### src/rtl/boot_pkg.sv
// Shared types for the boot load controller: FSM states, buffered boot word
// and the full byte-enable mask used for boot writes.
package boot_pkg;

  localparam int BOOT_AW = 32;
  localparam int BOOT_DW = 32;
  localparam logic [BOOT_DW/8-1:0] BE_ALL = '1;

  typedef enum logic [2:0] {
    ST_RUN,
    ST_LOAD,
    ST_DRAIN,
    ST_HOLD,
    ST_FAULT
  } boot_state_t;

  typedef struct packed {
    logic [BOOT_AW-1:0] addr;
    logic [BOOT_DW-1:0] data;
  } boot_word_t;

endpackage

### src/rtl/boot_word_fifo.sv
// Synchronous FIFO of boot words with a registered head output; a word pushed
// into an empty FIFO is presented on head in the following cycle.
module boot_word_fifo
  import boot_pkg::*;
#(
  parameter int depth = 4
) (
  input  logic       clk,
  input  logic       reset_n,
  input  logic       push,
  input  logic       pop,
  input  logic       flush,
  input  boot_word_t data_in,
  output logic       full,
  output logic       empty,
  output boot_word_t head
);

  localparam int PW = $clog2(depth) + 1;

  boot_word_t      mem [depth];
  logic [PW-1:0]   wr_ptr;
  logic [PW-1:0]   rd_ptr;
  logic [PW-1:0]   count;
  logic [PW-2:0]   next_rd_idx;
  logic            do_push;
  logic            do_pop;

  assign count       = wr_ptr - rd_ptr;
  assign full        = (count == PW'(depth));
  assign empty       = (count == '0);
  assign do_pop      = pop && !empty;
  assign do_push     = push && (!full || do_pop);
  assign next_rd_idx = rd_ptr[PW-2:0] + 1'b1;

  always_ff @(posedge clk) begin
    if (do_push && !flush) mem[wr_ptr[PW-2:0]] <= data_in;
  end

  // head tracks the oldest entry: refilled from storage on pop, or straight
  // from data_in when the pushed word becomes the only entry.
  always_ff @(posedge clk or negedge reset_n) begin
    if (!reset_n) begin
      wr_ptr <= '0;
      rd_ptr <= '0;
      head   <= '0;
    end else if (flush) begin
      wr_ptr <= '0;
      rd_ptr <= '0;
    end else begin
      if (do_push) wr_ptr <= wr_ptr + 1'b1;
      if (do_pop) rd_ptr <= rd_ptr + 1'b1;
      if (do_pop) begin
        if (count > PW'(1)) head <= mem[next_rd_idx];
        else if (do_push) head <= data_in;
      end else if (empty && do_push) begin
        head <= data_in;
      end
    end
  end

endmodule

### src/rtl/boot_load_controller.sv
// Sequences a parsed hex boot image into memory: holds the CPU in reset during
// a load, buffers words, writes them over the shared port and arbitrates it.
module boot_load_controller
  import boot_pkg::*;
#(
  parameter int address_width = BOOT_AW,
  parameter int data_width    = BOOT_DW,
  parameter int fifo_depth    = 4,
  parameter int release_delay = 16,
  parameter int count_width   = 16
) (
  input  logic                      clk,
  input  logic                      reset_n,
  input  logic                      hex_valid,
  input  logic [address_width-1:0]  hex_address,
  input  logic [data_width-1:0]     hex_data,
  input  logic                      hex_busy,
  input  logic                      hex_error,
  input  logic                      cpu_mem_req,
  input  logic                      cpu_mem_we,
  input  logic [address_width-1:0]  cpu_mem_addr,
  input  logic [data_width-1:0]     cpu_mem_wdata,
  input  logic [data_width/8-1:0]   cpu_mem_be,
  output logic                      cpu_mem_ready,
  output logic                      mem_req,
  output logic                      mem_we,
  output logic [address_width-1:0]  mem_addr,
  output logic [data_width-1:0]     mem_wdata,
  output logic [data_width/8-1:0]   mem_be,
  input  logic                      mem_ready,
  output logic                      cpu_reset_n,
  output logic                      boot_active,
  output logic                      boot_error,
  output logic [count_width-1:0]    word_count
);

  localparam int RW = $clog2(release_delay + 1);

  boot_state_t   state;
  boot_state_t   state_next;
  logic [RW-1:0] release_cnt;
  logic          busy_q;
  logic          boot_side;
  logic          xfer;
  logic          fresh_load;
  logic          fifo_push;
  logic          fifo_flush;
  logic          fifo_full;
  logic          fifo_empty;
  boot_word_t    fifo_head;
  boot_word_t    push_word;

  assign boot_side   = (state == ST_LOAD) || (state == ST_DRAIN);
  assign boot_active = boot_side;
  assign xfer        = boot_side && !fifo_empty && mem_ready;
  assign push_word   = '{addr: hex_address, data: hex_data};

  boot_word_fifo #(
    .depth (fifo_depth)
  ) u_fifo (
    .clk     (clk),
    .reset_n (reset_n),
    .push    (fifo_push),
    .pop     (xfer),
    .flush   (fifo_flush),
    .data_in (push_word),
    .full    (fifo_full),
    .empty   (fifo_empty),
    .head    (fifo_head)
  );

  always_comb begin
    state_next = state;
    fifo_push  = 1'b0;
    case (state)
      ST_RUN:   if (hex_busy) state_next = ST_LOAD;
      ST_LOAD: begin
        // A parser error or a push into a full, non-draining buffer aborts the load.
        if (hex_error) begin
          state_next = ST_FAULT;
        end else if (hex_valid && fifo_full && !xfer) begin
          state_next = ST_FAULT;
        end else begin
          fifo_push = hex_valid;
          if (!hex_busy) state_next = ST_DRAIN;
        end
      end
      ST_DRAIN: begin
        if (hex_busy) state_next = ST_LOAD;
        else if (fifo_empty) state_next = ST_HOLD;
      end
      ST_HOLD: begin
        if (hex_busy) state_next = ST_LOAD;
        else if (release_cnt <= RW'(1)) state_next = ST_RUN;
      end
      ST_FAULT: if (hex_busy && !busy_q) state_next = ST_LOAD;
      default:  state_next = ST_HOLD;
    endcase
    fresh_load = (state_next == ST_LOAD) && !boot_side;
    fifo_flush = fresh_load || (state_next == ST_FAULT);
  end

  always_comb begin
    cpu_mem_ready = 1'b0;
    mem_req       = 1'b0;
    mem_we        = 1'b0;
    mem_addr      = '0;
    mem_wdata     = '0;
    mem_be        = '0;
    if (state == ST_RUN) begin
      cpu_mem_ready = mem_ready;
      mem_req       = cpu_mem_req;
      mem_we        = cpu_mem_we;
      mem_addr      = cpu_mem_addr;
      mem_wdata     = cpu_mem_wdata;
      mem_be        = cpu_mem_be;
    end else if (boot_side) begin
      mem_req   = !fifo_empty;
      mem_we    = 1'b1;
      mem_addr  = fifo_head.addr;
      mem_wdata = fifo_head.data;
      mem_be    = BE_ALL;
    end
  end

  // cpu_reset_n follows the next state so it is high exactly while in RUN.
  always_ff @(posedge clk or negedge reset_n) begin
    if (!reset_n) begin
      state       <= ST_HOLD;
      release_cnt <= RW'(release_delay);
      busy_q      <= 1'b0;
      cpu_reset_n <= 1'b0;
      word_count  <= '0;
      boot_error  <= 1'b0;
    end else begin
      state       <= state_next;
      busy_q      <= hex_busy;
      cpu_reset_n <= (state_next == ST_RUN);
      if (fresh_load) begin
        word_count <= '0;
        boot_error <= 1'b0;
      end else begin
        if (xfer && (word_count != '1)) word_count <= word_count + 1'b1;
        if (state_next == ST_FAULT) boot_error <= 1'b1;
      end
      if ((state == ST_DRAIN) && (state_next == ST_HOLD))
        release_cnt <= RW'(release_delay);
      else if ((state == ST_HOLD) && (release_cnt != '0))
        release_cnt <= release_cnt - 1'b1;
    end
  end

endmodule
### config.mk
export PLATFORM = sky130hd
export DESIGN_NAME = boot_load_controller
export DESIGN_NICKNAME = d
export VERILOG_FILES = /design/src/rtl/boot_pkg.sv /design/src/rtl/boot_word_fifo.sv /design/src/rtl/boot_load_controller.sv
export SDC_FILE = /design/constraint.sdc
export NUM_CORES = 1
export LEC_CHECK = 0
export ABC_AREA = 1
export CAP_MARGIN = 20
export CORE_ASPECT_RATIO = 1.75
export CORE_MARGIN = 5
export CORE_UTILIZATION = 59
export CTS_CLUSTER_DIAMETER = 200
export DETAILED_ROUTE_END_ITERATION = 12
export GPL_ROUTABILITY_DRIVEN = 0
export GPL_TIMING_DRIVEN = 0
export PLACE_DENSITY = 0.88
export SETUP_SLACK_MARGIN = 0.1
export SLEW_MARGIN = 20
export SYNTH_ARGS = -nofsm -noshare
export SYNTH_HDL_FRONTEND = slang
export SYNTH_SLANG_ARGS = --single-unit
### constraint.sdc
create_clock -name clk -period 11.7 [get_ports clk]
set_input_delay 2.34 -clock clk [delete_from_list [all_inputs] [get_ports clk]]
set_output_delay 2.34 -clock clk [all_outputs]
set_load 0.005 [all_outputs]
==> summary by stage <==
Global routing
Global routing finished with a remaining overflow of 0. The largest net degree at the start of global routing is 60. For this run, the total global-route usage over all layers was measured as 29.7%. The number of antenna violations at the first check in global routing came to 8. The first global-routing pass estimated 69.6 mm of wire. The via count of the first global-routing pass is 13,145.

STA
After layout, the worst setup slack is 5720 ps. The maximum achievable frequency is 167 MHz. The routed design could run at a clock period as short as 5980 ps.

Adding up every negative setup slack in the final design gives 0 ps. The transition time at the pin with the least slew margin is 1190 ps. The number of setup violations in the final report is 0. The worst-case clock skew is 17.6 ps. The ratio of final minimum period to clock period is 51.1%. The max-slew violation count is 0. Setup repair after global routing left no endpoint under its margin. In this run the tightest slew margin relative to its limit is 20.7%. The final hold violation count was 0.

Critical path
In this run the worst path has a maximum fanout of 1. The data arrival time of the critical path is 3640 ps. The kind of launch point of the worst setup path is a primary input. In this run the worst setup path begins at cpu_mem_wdata[19]. The worst setup path is captured at a primary output.

The data required time of the critical path is 9360 ps. The beginning of the worst register-to-register path is u_fifo.wr_ptr[0]. The critical path is of the in2out type.

Clocking
In this run, post-CTS repair resized a total of 0 instances. TritonCTS built the clock tree. The number of setup buffers added after CTS is 0. CTS built an H-tree with a depth of 1.

Counting along the longest clock path gives a buffer depth of 3. Clock-pin slew was measured on the worst setup and hold paths at 60 ps. Hold repair after CTS inserted 0 buffers. The number of buffers created by CTS is 29. The cell at the root of the clock tree is sky130_fd_sc_hd__clkbuf_16.

The number of clock sinks is 353. The clock latency of the later-clocked register in the worst-skew pair is 570 ps.

Drt
The remaining antenna violation count is 0. Summed over all nets, wire length on met2 after detailed routing comes to 24.1 mm. The first-pass iteration count of the detailed router is 5.

The final layout contains routed wiring with a total length of 45.7 mm. The number of DRC markers after the initial detailed-route iteration is 1,498. The number of remaining DRC errors is 0. The routed metal-1 wirelength is 15.4 mm. The average wire length per cell after detail routing is 22.6 um. The highest metal layer used by the detailed router is met5. The met3 wire length is 3.87 mm. The via count is 12,878. After detailed routing, the number of vias per cell comes to 6.37.

Synthesis
By area the synthesized netlist is led by sky130_fd_sc_hd__edfxtp_1, sky130_fd_sc_hd__dfrtp_1, sky130_fd_sc_hd__nand2_1. The Yosys step of the flow raised 0 warnings. Yosys mapped a number of flops with a built-in enable equal to 256.

The netlist uses 40 different library cells. Sorting the synthesized cells by how often they occur yields sky130_fd_sc_hd__nand2_1, sky130_fd_sc_hd__edfxtp_1, sky130_fd_sc_hd__a32o_1. The per-instance average area after synthesis is 11.2 um2. The cell taking the most area after synthesis is sky130_fd_sc_hd__edfxtp_1. Synthesis produced a netlist whose cell count is 1,396. The prevailing post-synth register cell is sky130_fd_sc_hd__edfxtp_1.

Summing every instance area after synthesis gives 15,600 um2. Counting flops and latches in the post-synthesis netlist gives 353. The net count after synthesis is 1,547. After synthesis, the largest area contributor takes up 49.2% of total cell area. Among all cell types in the netlist, the one instantiated most often is sky130_fd_sc_hd__nand2_1. In the synthesized netlist the async set-or-reset flop fraction comes to 27.5%. The share of the yosys chip area belonging to registers is 64.7%.

Power and ir drop
Cell internal power was estimated by the tool at 0.00281 W. Combinational logic is responsible for 40.9% of the overall power. The analysis attributes to cell leakage a power of 7.72 nW. The power density relative to cell area is 224 nW/um2. The peak ir drop on the vdd network is 0.000155 V. The part of the power in the clock network is 22.1%. Net switching is 36.1% of the power.

The portion of total power attributed to sequential cells is 37.0%. In this run the power spent charging and discharging nets is 0.00159 W.

Placement
Timing analysis after detailed placement gives a worst setup slack of 5750 ps. The number of input and output port buffers inserted is 229. The number of cells after detailed placement is 1,962.

The final HPWL from detailed placement is 31.2 mm.

Die
The die boundary width is 133 um. The top-level I/O count is 230. The height of the chip is 225 um. For this configuration, the core starts out at a cell density of 59.3%. After floorplanning, the core was divided into 79 placement rows.

The die covers 30,000 um2. The floorplan core area is 26,400 um2.

Run status
The run finished with clean final reports.

Final layout
The area growth from synthesis to layout is 25.8%. Once layout is complete, the cells apart from fillers number 2,021. The proportion of layout cells with a drive suffix above 1 is 7.51%. The layout net count is 1,820.

Hold path
In this run the most critical hold path is launched from u_fifo.head[37]. The class of the worst hold path is reg2reg.

Job
Max-cap violations in this run came to 0.
-- final cells by class --
class,instances,area [um2]
antenna,5,12.5
buffer,107,499
clock buffer,36,813
clock inverter,18,141
fill,1608,6710
inverter,44,168
multi-input combinational,892,4880
sequential,353,10100
tap,324,405
timing repair buffer,242,2640
-- stage by stage --
step | total power (W) | instance area [um2] | utilization (%) | hold WS (ps)
global placement | 0.00336 | 18300 | 69.5 | 457
floorplan | 0.00260 | 15600 | - | 442
finish | 0.00441 | 19700 | 74.6 | 477
CTS | 0.00440 | 19700 | 74.5 | 476
global route | 0.00462 | 19700 | 74.6 | 500
detailed placement | 0.00343 | 18700 | 70.9 | 460
-- registers in the layout, summed over array words and instances (netlist names) --
name and cells:
busy_q 1, u_fifo.rd_ptr 3, u_fifo.head 64, cpu_reset_n 1
u_fifo.wr_ptr 3, boot_error 1, word_count 16, release_cnt 5
state 3, u_fifo.mem 256
-- worst max-delay path, stage by stage --
cell and delay [ps]:
sky130_fd_sc_hd__clkdlybuf4s50_1 520, sky130_fd_sc_hd__a32o_1 240, sky130_fd_sc_hd__clkdlybuf4s50_1 540
-- power groups by stage --
| stage | Sequential (W) | Clock [W] | Combinational (W) |
|---|---|---|---|
| after global routing | 0.00165 | 0.00103 | 0.00195 |
| after detailed placement | 0.00165 | 0 | 0.00177 |
| after global placement | 0.00166 | 0 | 0.00170 |
| final | 0.00163 | 0.000974 | 0.00180 |
| after floorplan | 0.00162 | 0 | 0.000976 |
| after CTS | 0.00163 | 0.000975 | 0.00179 |
-- cell usage in the layout (no fill, tap or decap), types with 3 or more instances in the layout --
cell,n
sky130_fd_sc_hd__diode_2,5
sky130_fd_sc_hd__edfxtp_1,256
sky130_fd_sc_hd__nor2_1,36
sky130_fd_sc_hd__clkdlybuf4s50_1,228
sky130_fd_sc_hd__o21ai_0,53
sky130_fd_sc_hd__buf_4,10
sky130_fd_sc_hd__buf_2,14
sky130_fd_sc_hd__nand4_1,70
sky130_fd_sc_hd__xnor2_1,7
sky130_fd_sc_hd__o21ai_1,14
sky130_fd_sc_hd__buf_16,11
sky130_fd_sc_hd__clkinv_2,7
sky130_fd_sc_hd__nand2_1,440
sky130_fd_sc_hd__nor3_1,5
sky130_fd_sc_hd__a21oi_1,67
sky130_fd_sc_hd__clkbuf_2,4
sky130_fd_sc_hd__nand2_2,5
sky130_fd_sc_hd__nor2_4,4
sky130_fd_sc_hd__buf_1,4
sky130_fd_sc_hd__a21oi_2,3
sky130_fd_sc_hd__clkbuf_16,30
sky130_fd_sc_hd__dfstp_2,3
sky130_fd_sc_hd__xor2_1,12
sky130_fd_sc_hd__inv_2,3
sky130_fd_sc_hd__clkbuf_8,4
sky130_fd_sc_hd__buf_6,6
sky130_fd_sc_hd__dfrtp_1,94
sky130_fd_sc_hd__clkinvlp_4,3
sky130_fd_sc_hd__inv_1,40
sky130_fd_sc_hd__a32o_1,128
sky130_fd_sc_hd__ha_1,10
sky130_fd_sc_hd__nand3_1,23
sky130_fd_sc_hd__clkbuf_1,72
sky130_fd_sc_hd__inv_4,4
-- routing by layer --
layer,vias to the layer above,GRT usage [%]
li1,5620,-
met2,843,53.7
met4,6,16.6
met5,-,0
met1,6234,33.4
met3,175,4.38
-- cell families (layout without fill, tap and decap cells) --
group,Yosys count,count (layout),share of synthesized area [%]
DFF,353,353,64.7
buffers and inverters,151,447,4.26
other,0,5,0
and+or+nand+nor,593,593,16.0
adders and majority gates,11,11,0.928
xor gates and xnor gates,19,19,1.06
AOI/OAI and AO/OA,269,269,13.0
-- worst paths after layout --
path / endpoint / slack [ps] / cells after the start
worst max-delay path: mem_wdata[19] / 5720 / 3
min in group asynchronous: u_fifo.head[10] / 1680 / 1
worst min register to register: u_fifo.head[37] / 480 / 2
worst min-delay path: u_fifo.head[37] / 480 / 2
max in group asynchronous: release_cnt[4] / 9340 / 2
worst max register to register: u_fifo.head[52] / 8500 / 12
Note: power is estimated with default switching activity, not from simulation.
